===== config.mk =====
export PLATFORM = sky130hd
export DESIGN_NAME = quad_follower
export DESIGN_NICKNAME = d
export VERILOG_FILES = /design/src/rtl/quad_follower.sv
export SDC_FILE = /design/constraint.sdc
export NUM_CORES = 1
export LEC_CHECK = 0
export BUFFER_PORTS_ARGS = -buffer_cell sky130_fd_sc_hd__buf_2
export CAP_MARGIN = 15
export CORE_MARGIN = 5
export CORE_UTILIZATION = 53
export CTS_BUF_LIST = sky130_fd_sc_hd__clkbuf_2
export DETAILED_ROUTE_END_ITERATION = 12
export PLACE_DENSITY = 0.76
export SYNTH_ARGS = -nofsm -noshare
export SYNTH_HDL_FRONTEND = slang
export SYNTH_SLANG_ARGS = --single-unit

===== constraint.sdc =====
create_clock -name clk -period 2.6 [get_ports clk]
set_clock_uncertainty 0.15 [all_clocks]
set_input_delay 0.26 -clock clk [delete_from_list [all_inputs] [get_ports clk]]
set_output_delay 0.26 -clock clk [all_outputs]
set_load 0.02 [all_outputs]

===== src/rtl/quad_follower.sv =====
// quad_follower: closed-loop step/dir sequencer.
// Tracks a target position (usually the quad encoder count) by emitting
// step/dir pulses with guaranteed direction-setup, step-high and step-low
// timing for the stepper driver.
//
// Build option: define QF_RAMP_EN to stretch the low phase of the first
// steps of a move (start-up ramp). Without it the low phase is fixed.

module quad_follower #(
  parameter int POS_BITS         = 8,
  parameter int DIR_SETUP_CYCLES = 2,
  parameter int STEP_HIGH_CYCLES = 2,
  parameter int STEP_LOW_CYCLES  = 3,
  parameter int RAMP_START       = 4
) (
  input  logic                clk,
  input  logic                reset,
  input  logic                enable,
  input  logic [POS_BITS-1:0] target,
  output logic                step,
  output logic                dir,
  output logic [POS_BITS-1:0] position,
  output logic                busy,
  output logic                at_target
);

  // The phase counter is sized for the longest possible phase, including the
  // ramped low phase, so one datapath width serves both build variants.
  localparam int LOW_MAX   = STEP_LOW_CYCLES + RAMP_START;
  localparam int MAX_A     = (DIR_SETUP_CYCLES > STEP_HIGH_CYCLES) ? DIR_SETUP_CYCLES
                                                                   : STEP_HIGH_CYCLES;
  localparam int MAX_PHASE = (MAX_A > LOW_MAX) ? MAX_A : LOW_MAX;
  localparam int CNT_W     = (MAX_PHASE > 1) ? $clog2(MAX_PHASE) : 1;

  localparam logic [CNT_W-1:0] SETUP_LAST = CNT_W'(DIR_SETUP_CYCLES - 1);
  localparam logic [CNT_W-1:0] HIGH_LAST  = CNT_W'(STEP_HIGH_CYCLES - 1);
  localparam logic [CNT_W-1:0] LOW_BASE   = CNT_W'(STEP_LOW_CYCLES - 1);

`ifdef QF_RAMP_EN
  localparam int EXTRA_W = (RAMP_START > 1) ? $clog2(RAMP_START + 1) : 1;
  localparam logic [EXTRA_W-1:0] EXTRA_LOAD = EXTRA_W'(RAMP_START);
`endif

  typedef enum logic [1:0] {
    IDLE      = 2'd0,
    DIR_SETUP = 2'd1,
    STEP_HIGH = 2'd2,
    STEP_LOW  = 2'd3
  } state_t;

  // Direction wanted for a non-zero difference: MSB clear means "go up".
  // The half-range difference (MSB set, rest zero) resolves downwards.
  function automatic logic want_up(input logic [POS_BITS-1:0] d);
    want_up = ~d[POS_BITS-1];
  endfunction

  // Position after one step in the given direction, wrapping modulo 2^POS_BITS.
  function automatic logic [POS_BITS-1:0] next_pos(input logic [POS_BITS-1:0] p,
                                                   input logic                up);
    if (up) begin
      next_pos = p + POS_BITS'(1);
    end else begin
      next_pos = p - POS_BITS'(1);
    end
  endfunction

  state_t              state_r;
  state_t              state_s;
  logic [CNT_W-1:0]    cnt_r;
  logic [CNT_W-1:0]    cnt_s;
  logic                step_s;
  logic                dir_s;
  logic [POS_BITS-1:0] pos_s;
  logic [POS_BITS-1:0] diff_s;
  logic                request_s;
  logic [CNT_W-1:0]    low_last_s;

`ifdef QF_RAMP_EN
  logic [EXTRA_W-1:0]  extra_r;
  logic [EXTRA_W-1:0]  extra_s;
`endif

  assign diff_s    = target - position;
  assign request_s = enable && (diff_s != {POS_BITS{1'b0}});

  assign busy      = (state_r != IDLE);
  assign at_target = (state_r == IDLE) && (position == target);

  // Last count value of the low phase, stretched by the ramp when enabled.
`ifdef QF_RAMP_EN
  assign low_last_s = LOW_BASE + CNT_W'(extra_r);
`else
  assign low_last_s = LOW_BASE;
`endif

  // Next-state, phase counter and output update decisions.
  always_comb begin
    state_s = state_r;
    cnt_s   = cnt_r;
    step_s  = step;
    dir_s   = dir;
    pos_s   = position;
`ifdef QF_RAMP_EN
    extra_s = extra_r;
`endif
    case (state_r)
      IDLE: begin
        if (request_s) begin
          if (want_up(diff_s) == dir) begin
            // Direction already right: pulse starts on the next edge.
            state_s = STEP_HIGH;
            cnt_s   = {CNT_W{1'b0}};
            step_s  = 1'b1;
            pos_s   = next_pos(position, dir);
          end else begin
            // Change direction first and let it settle before stepping.
            state_s = DIR_SETUP;
            cnt_s   = {CNT_W{1'b0}};
            dir_s   = want_up(diff_s);
`ifdef QF_RAMP_EN
            extra_s = EXTRA_LOAD;
`endif
          end
        end else begin
          // Stopped: a later start begins with the full ramp.
`ifdef QF_RAMP_EN
          extra_s = EXTRA_LOAD;
`endif
          cnt_s = {CNT_W{1'b0}};
        end
      end
      DIR_SETUP: begin
        if (cnt_r == SETUP_LAST) begin
          state_s = STEP_HIGH;
          cnt_s   = {CNT_W{1'b0}};
          step_s  = 1'b1;
          pos_s   = next_pos(position, dir);
        end else begin
          cnt_s = cnt_r + CNT_W'(1);
        end
      end
      STEP_HIGH: begin
        if (cnt_r == HIGH_LAST) begin
          state_s = STEP_LOW;
          cnt_s   = {CNT_W{1'b0}};
          step_s  = 1'b0;
        end else begin
          cnt_s = cnt_r + CNT_W'(1);
        end
      end
      STEP_LOW: begin
        if (cnt_r == low_last_s) begin
          state_s = IDLE;
          cnt_s   = {CNT_W{1'b0}};
`ifdef QF_RAMP_EN
          // Each completed step shortens the next low phase, down to the base.
          if (extra_r != {EXTRA_W{1'b0}}) begin
            extra_s = extra_r - EXTRA_W'(1);
          end else begin
            extra_s = extra_r;
          end
`endif
        end else begin
          cnt_s = cnt_r + CNT_W'(1);
        end
      end
      default: begin
        state_s = IDLE;
        cnt_s   = {CNT_W{1'b0}};
        step_s  = 1'b0;
      end
    endcase
  end

  // State, counter and registered driver outputs.
  always_ff @(posedge clk or posedge reset) begin
    if (reset) begin
      state_r  <= IDLE;
      cnt_r    <= {CNT_W{1'b0}};
      step     <= 1'b0;
      dir      <= 1'b0;
      position <= {POS_BITS{1'b0}};
    end else begin
      state_r  <= state_s;
      cnt_r    <= cnt_s;
      step     <= step_s;
      dir      <= dir_s;
      position <= pos_s;
    end
  end

`ifdef QF_RAMP_EN
  // Ramp register: extra low cycles applied to the current step.
  always_ff @(posedge clk or posedge reset) begin
    if (reset) begin
      extra_r <= EXTRA_LOAD;
    end else begin
      extra_r <= extra_s;
    end
  end
`endif

endmodule


## Word-level counts from Yosys, hierarchy flattened

Index checks and enable logic that the tools add are counted.

- Flip-flop bits (word level): 15
- Bits in latches: 0
- RAM bits: 0
- Memory bits (read-only): 0
- Input port bits: 11
- Output and inout port bits: 12
- Word-level logic and storage cells: 54
- Memories kept: 0

- Add/subtract/negate cells: 4
- Multipliers: 0
- Divide/modulo/power cells: 0
- $lt $le $gt $ge: 0
- Eq/ne operators: 12
- Shifts and indexed selects: 0
- Muxes and demuxes: 19
- Bitwise operators: 2
- Reduce and logical (&&, ||, !) cells: 12

Operators by type and width:

| operator | count |
|---|---|
| two-way mux 8 bit | 4 |
| case mux 8 bit (2 select lines) | 1 |
| two-way mux 2 bit | 5 |
| case mux 3 bit (3 select lines) | 1 |
| adder 8 x 1 -> 8 bit, second input constant | 1 |
| equality test 8 bit | 1 |
| != test 2 bit, second input constant | 4 |
| case mux 2 bit (4 select lines) | 1 |
| AND reduction 4 bit | 2 |
| nonzero test 8 bit | 1 |
| subtractor 8 x 1 -> 8 bit, second input constant | 1 |
| subtractor 8 bit | 1 |
| two-way mux 3 bit | 2 |
| AND reduction 5 bit | 1 |
| equality test 2 bit, second input constant | 2 |
| two-way mux 1 bit | 4 |
| nonzero test 2 bit | 2 |
| adder 3 x 1 -> 3 bit, second input constant | 1 |
| equality test 3 x 1 -> 1 bit, second input constant | 1 |
| equality test 3 x 2 -> 1 bit, second input constant | 1 |
| case mux 1 bit (3 select lines) | 1 |
| AND reduction 3 bit | 1 |
| nonzero test 3 bit | 1 |
| equality test 2 x 1 -> 1 bit, second input constant | 1 |
| 6 further kinds | 8 |

## Longest topological paths before layout

- Word-level depth: 6
- Gate-level depth with buffers: 10
- Depth with buffers taken out: 10

## Least setup slack after synthesis

No wires, ideal clock.

- Path kind: reg-to-reg
- From: reg position[0]
- To: reg position[5]
- Setup time: 0.125 ns
- Arrival time: 2.502 ns
- Data required time: 2.325 ns
- Slack: -0.177 ns
- Stages on the path, launching flop included: 9
- Path buffers: 0
- Period minus slack after synthesis: 2.777 ns
- Path through: dfrtp_1 > ha_1 > fa_1 > nand2_1 > a2111oi_0 > o21ai_0 > nor3_2 > o31ai_4 > mux2_4

- Word-level cells in the longest chain between the ends: 5
- Elaborated cells on any way between the ends: 15
- Classes of those cells: 3 x add/sub; 3 x eq/ne; 5 x mux; 1 x bitwise; 3 x reduce/logical

Ends and longest elaborated chain:

| element | RTL line | RTL |
|---|---|---|
| start, declared | 22 | `output logic [POS_BITS-1:0] position,` |
| start signal, assigned | 182 | `position <= {POS_BITS{1'b0}};` |
| start signal, assigned | 188 | `position <= pos_s;` |
| subtractor 8 bit (tied with other cells) | 83 | `assign diff_s = target - position;` |
| nonzero test 8 bit (tied with other cells) | 84 | `assign request_s = enable && (diff_s != {POS_BITS{1'b0}});` |
| logical AND 1 bit (tied with other cells) | 84 |  |
| != test 2 bit (no line) (tied with other cells) | n/a |  |
| AND reduction 4 bit (no line) or case mux 8 bit (2 select lines) (tied branches) | n/a |  |

Several ways; a longest one is shown, not always the timed one. The select of a mux whose other input is x is not followed.
A chain may end at the register's enable or synchronous reset.

## Worst setup path after layout

- From: reg position[0]
- To: reg position[7]

The elaborated chain is that of the path after synthesis.

==> results.cfg <==
[cells_and_area]
layout_common_cells = buf_4, buf_2, inv_1, ha_1, dfrtp_1
final_common_cell = buf_4
fin_area_sq_mm = 0.00198
drive_gt1_share_pct = 39.3
synthToLayoutAreaGrowth_pct = 31.4
layout.nets = 251
antenna_cells = 0
fill_cells = 192

[grt]
grt_first_pass_wirelength_mm = 6.67
overflow = 0
grt_max_degree = 16
antenna_found_initial = 0
grt_use_total_pct = 20.4
grt_pass1_vias = 1550

[floorplan]
fp.dieH_um = 63.3
dieArea_sq_mm = 0.00400
core_area_sq_mm = 0.00273
fp.dieW_um = 63.3
io_pins = 23
start_util_pct = 55.0
rows = 19

[critical_path]
r2r_end = position[7]
start_kind = flip-flop
cp.arrival_ns = 2.72
rr_worst_depth = 8
crit_path_start = position[0]
crit_path_max_incr_delay_ns = 0.47
end_kind = flip-flop
crit_chain = ha_4, fa_2, xnor2_1, a2111oi_2, o21ai_2, o311a_1, nor4b_1, a2111o_1
r2r_slack_ns = -0.06
cpMaxStageDelayCell = dfrtp_2
crit_fanout = 3
reg2reg_from = position[0]
crit_required_ns = 2.67
critPathKind = reg -> reg

[synthesis]
avgSynthCellArea_sq_um = 9.01
ys.flop_type = dfrtp_1
yosysSeqAreaShare_pct = 25.0
syn_area_sq_mm = 0.00150
yosys.area.top_type = dfrtp_1
synth-edff-count = 0
ys_warn_count = 0
synth.distinct_cells = 46
synth_seq_cells = 15
syn-num-nets = 198
netlist_instances = 167
synth.area.top_cells = dfrtp_1, ha_1, inv_1
async_flop_share_pct = 100
netlist.area_leader.share_pct = 25.0

[run]
maxCapViolCount = 0

[timing]
tightest_slew_ns = 0.644
final.setup.worst_slack_ns = -0.0563
finalSetupViolations = 7
drv_slew = 0
finalCritPeriodShare_pct = 102
rsz0062_at_grt = yes
fmax_ghz = 0.376
post-route-min-period_ns = 2.66
hold_violations = 0
slew_headroom_pct = 57.0
holdWs_ns = 0.135
finalSetupTns_ns = -0.229

[power]
power.leakage_uw = 0.000943
seq_power_share_pct = 14.2
p_sw_uw = 1520
power_density_mw_per_mm2 = 1630
max-vdd-ir-drop_uv = 1250
clkPwrFrac_pct = 4.2
power_uw = 3220
p_sw_share_pct = 47.3
p_int_uw = 1700
pwr-share-comb_pct = 81.6

[placed_design]
gp_congestion = 0.834
placed_area_sq_mm = 0.00183
portBuffers = 22
dp_hpwl_mm = 2.98
dp_slack_ns = -0.150

[clocking]
cts_tree = yes
clock-root-buffer = clkbuf_2
path_clk_slew_ns = 0.19
cts_buffers = 3
cts_htree_levels = 1
clock_latency_ns = 0.34
cts_buffer_depth = 2
cts.sink_count = 15

[hold_path]
min_path_type = in -> reg
holdPathStages = 3
hold_path_end = dir
hp-start = enable

[detailed_routing]
via_per_inst = 5.64
route.vias.total = 1410
dr.pass1.iters = 4
drc = 0
drt_iter0_drc = 85
totalWireLength_mm = 3.77
wl_per_cell_um = 15.1
ant_nets = 0

[status]
violations = negative setup slack
status = finished with violations
[routing by layer]
metal | vias to the layer above | track usage [%] | routed length [um]
met2 | 22 | 38.5 | 2010
met3 | 9 | 2.49 | 101
met5 | - | 0 | 0
met1 | 683 | 22.4 | 1560
li1 | 696 | - | -
met4 | 0 | 9.35 | 95
[critical path: cells and delay by family, from the launching register on]
| family | cells | cell delay [ns] |
|---|---|---|
| compound gates | 4 | 1.05 |
| xor+xnor | 1 | 0.16 |
| fa+ha+maj | 2 | 0.53 |
| flops | 1 | 0.47 |
| simple gates | 1 | 0.16 |
[final cells by class]
type	count	area [sq um]	share of cell area (%)
inverter	22	82.6	4.18
timing repair buffer	50	323	16.3
multi-input combinational	128	1130	57.3
clock buffer	4	20.0	1.01
tap	31	38.8	1.96
sequential	15	380	19.3
[flip-flops by register name, summed over array words and instances, names as in the netlist]
signal and flops:
position 8, cnt_r 3, state_r 2, dir 1, step 1
[kinds of logic (layout without fill, tap and decap cells)]
family,Yosys count,after routing,share of synthesized area (%)
buffers and inverters,24,76,6.49
AND/OR/NAND/NOR,44,44,16.1
AO/OA/AOI/OAI,41,41,19.7
XOR/XNOR,12,12,6.99
adder cells (fa/ha/maj),20,20,17.6
multiplexers,11,11,8.15
flip-flops,15,15,25.0
[Yosys cell counts (2+ instances only)]
library cell and number:
mux2_2 2, a21o_1 2, nor3b_1 2, fa_1 2, a21oi_1 11, o21ai_0 10, nor2b_1 3, o22ai_1 2
nor2_1 10, mux2_4 2, a31oi_1 2, xor2_1 4, nand2_1 7, nand3_1 5, nor3_1 4, o21bai_1 2
mux2i_1 7, dfrtp_1 15, ha_1 18, xnor2_1 8, inv_1 22, nand2b_1 2, o311a_1 2
[worst max path at each step]
stage / to / slack [ns] / depth (start not counted)
6_report: position[7] / -0.06 / 8
5_1_grt: position[3] / -0.14 / 10
4_1_cts: position[7] / -0.05 / 9
3_5_place_dp: position[7] / -0.15 / 10
3_3_place_gp: position[1] / -0.07 / 8
2_1_floorplan: position[1] / -0.07 / 8
[timing repair]
item	in CTS	in global routing
pin swaps	12	5
hold buffers	1	0
endpoints found under the setup margin	12	10
resized for setup	11	9
cloned	0	0
setup buffers	3	1
endpoints found under the hold margin	15	0
[per-stage QoR]
step                      utilization [%]  cells
after global routing                 72.3    250
after detailed placement             67.0    241
final                                72.3    250
after global placement               67.0    241
after floorplan                         -    167
after CTS                            70.7    249
[power by group through the flow]
stage                     clock, uW  sequential (uW)  combinational (uW)
final                           135              455                2630
after global placement            0              450                2260
after global routing            145              475                2900
after floorplan                   0              571                1560
after detailed placement          0              462                2360
after CTS                       131              452                2530
Power figures use the tool's default switching activity.
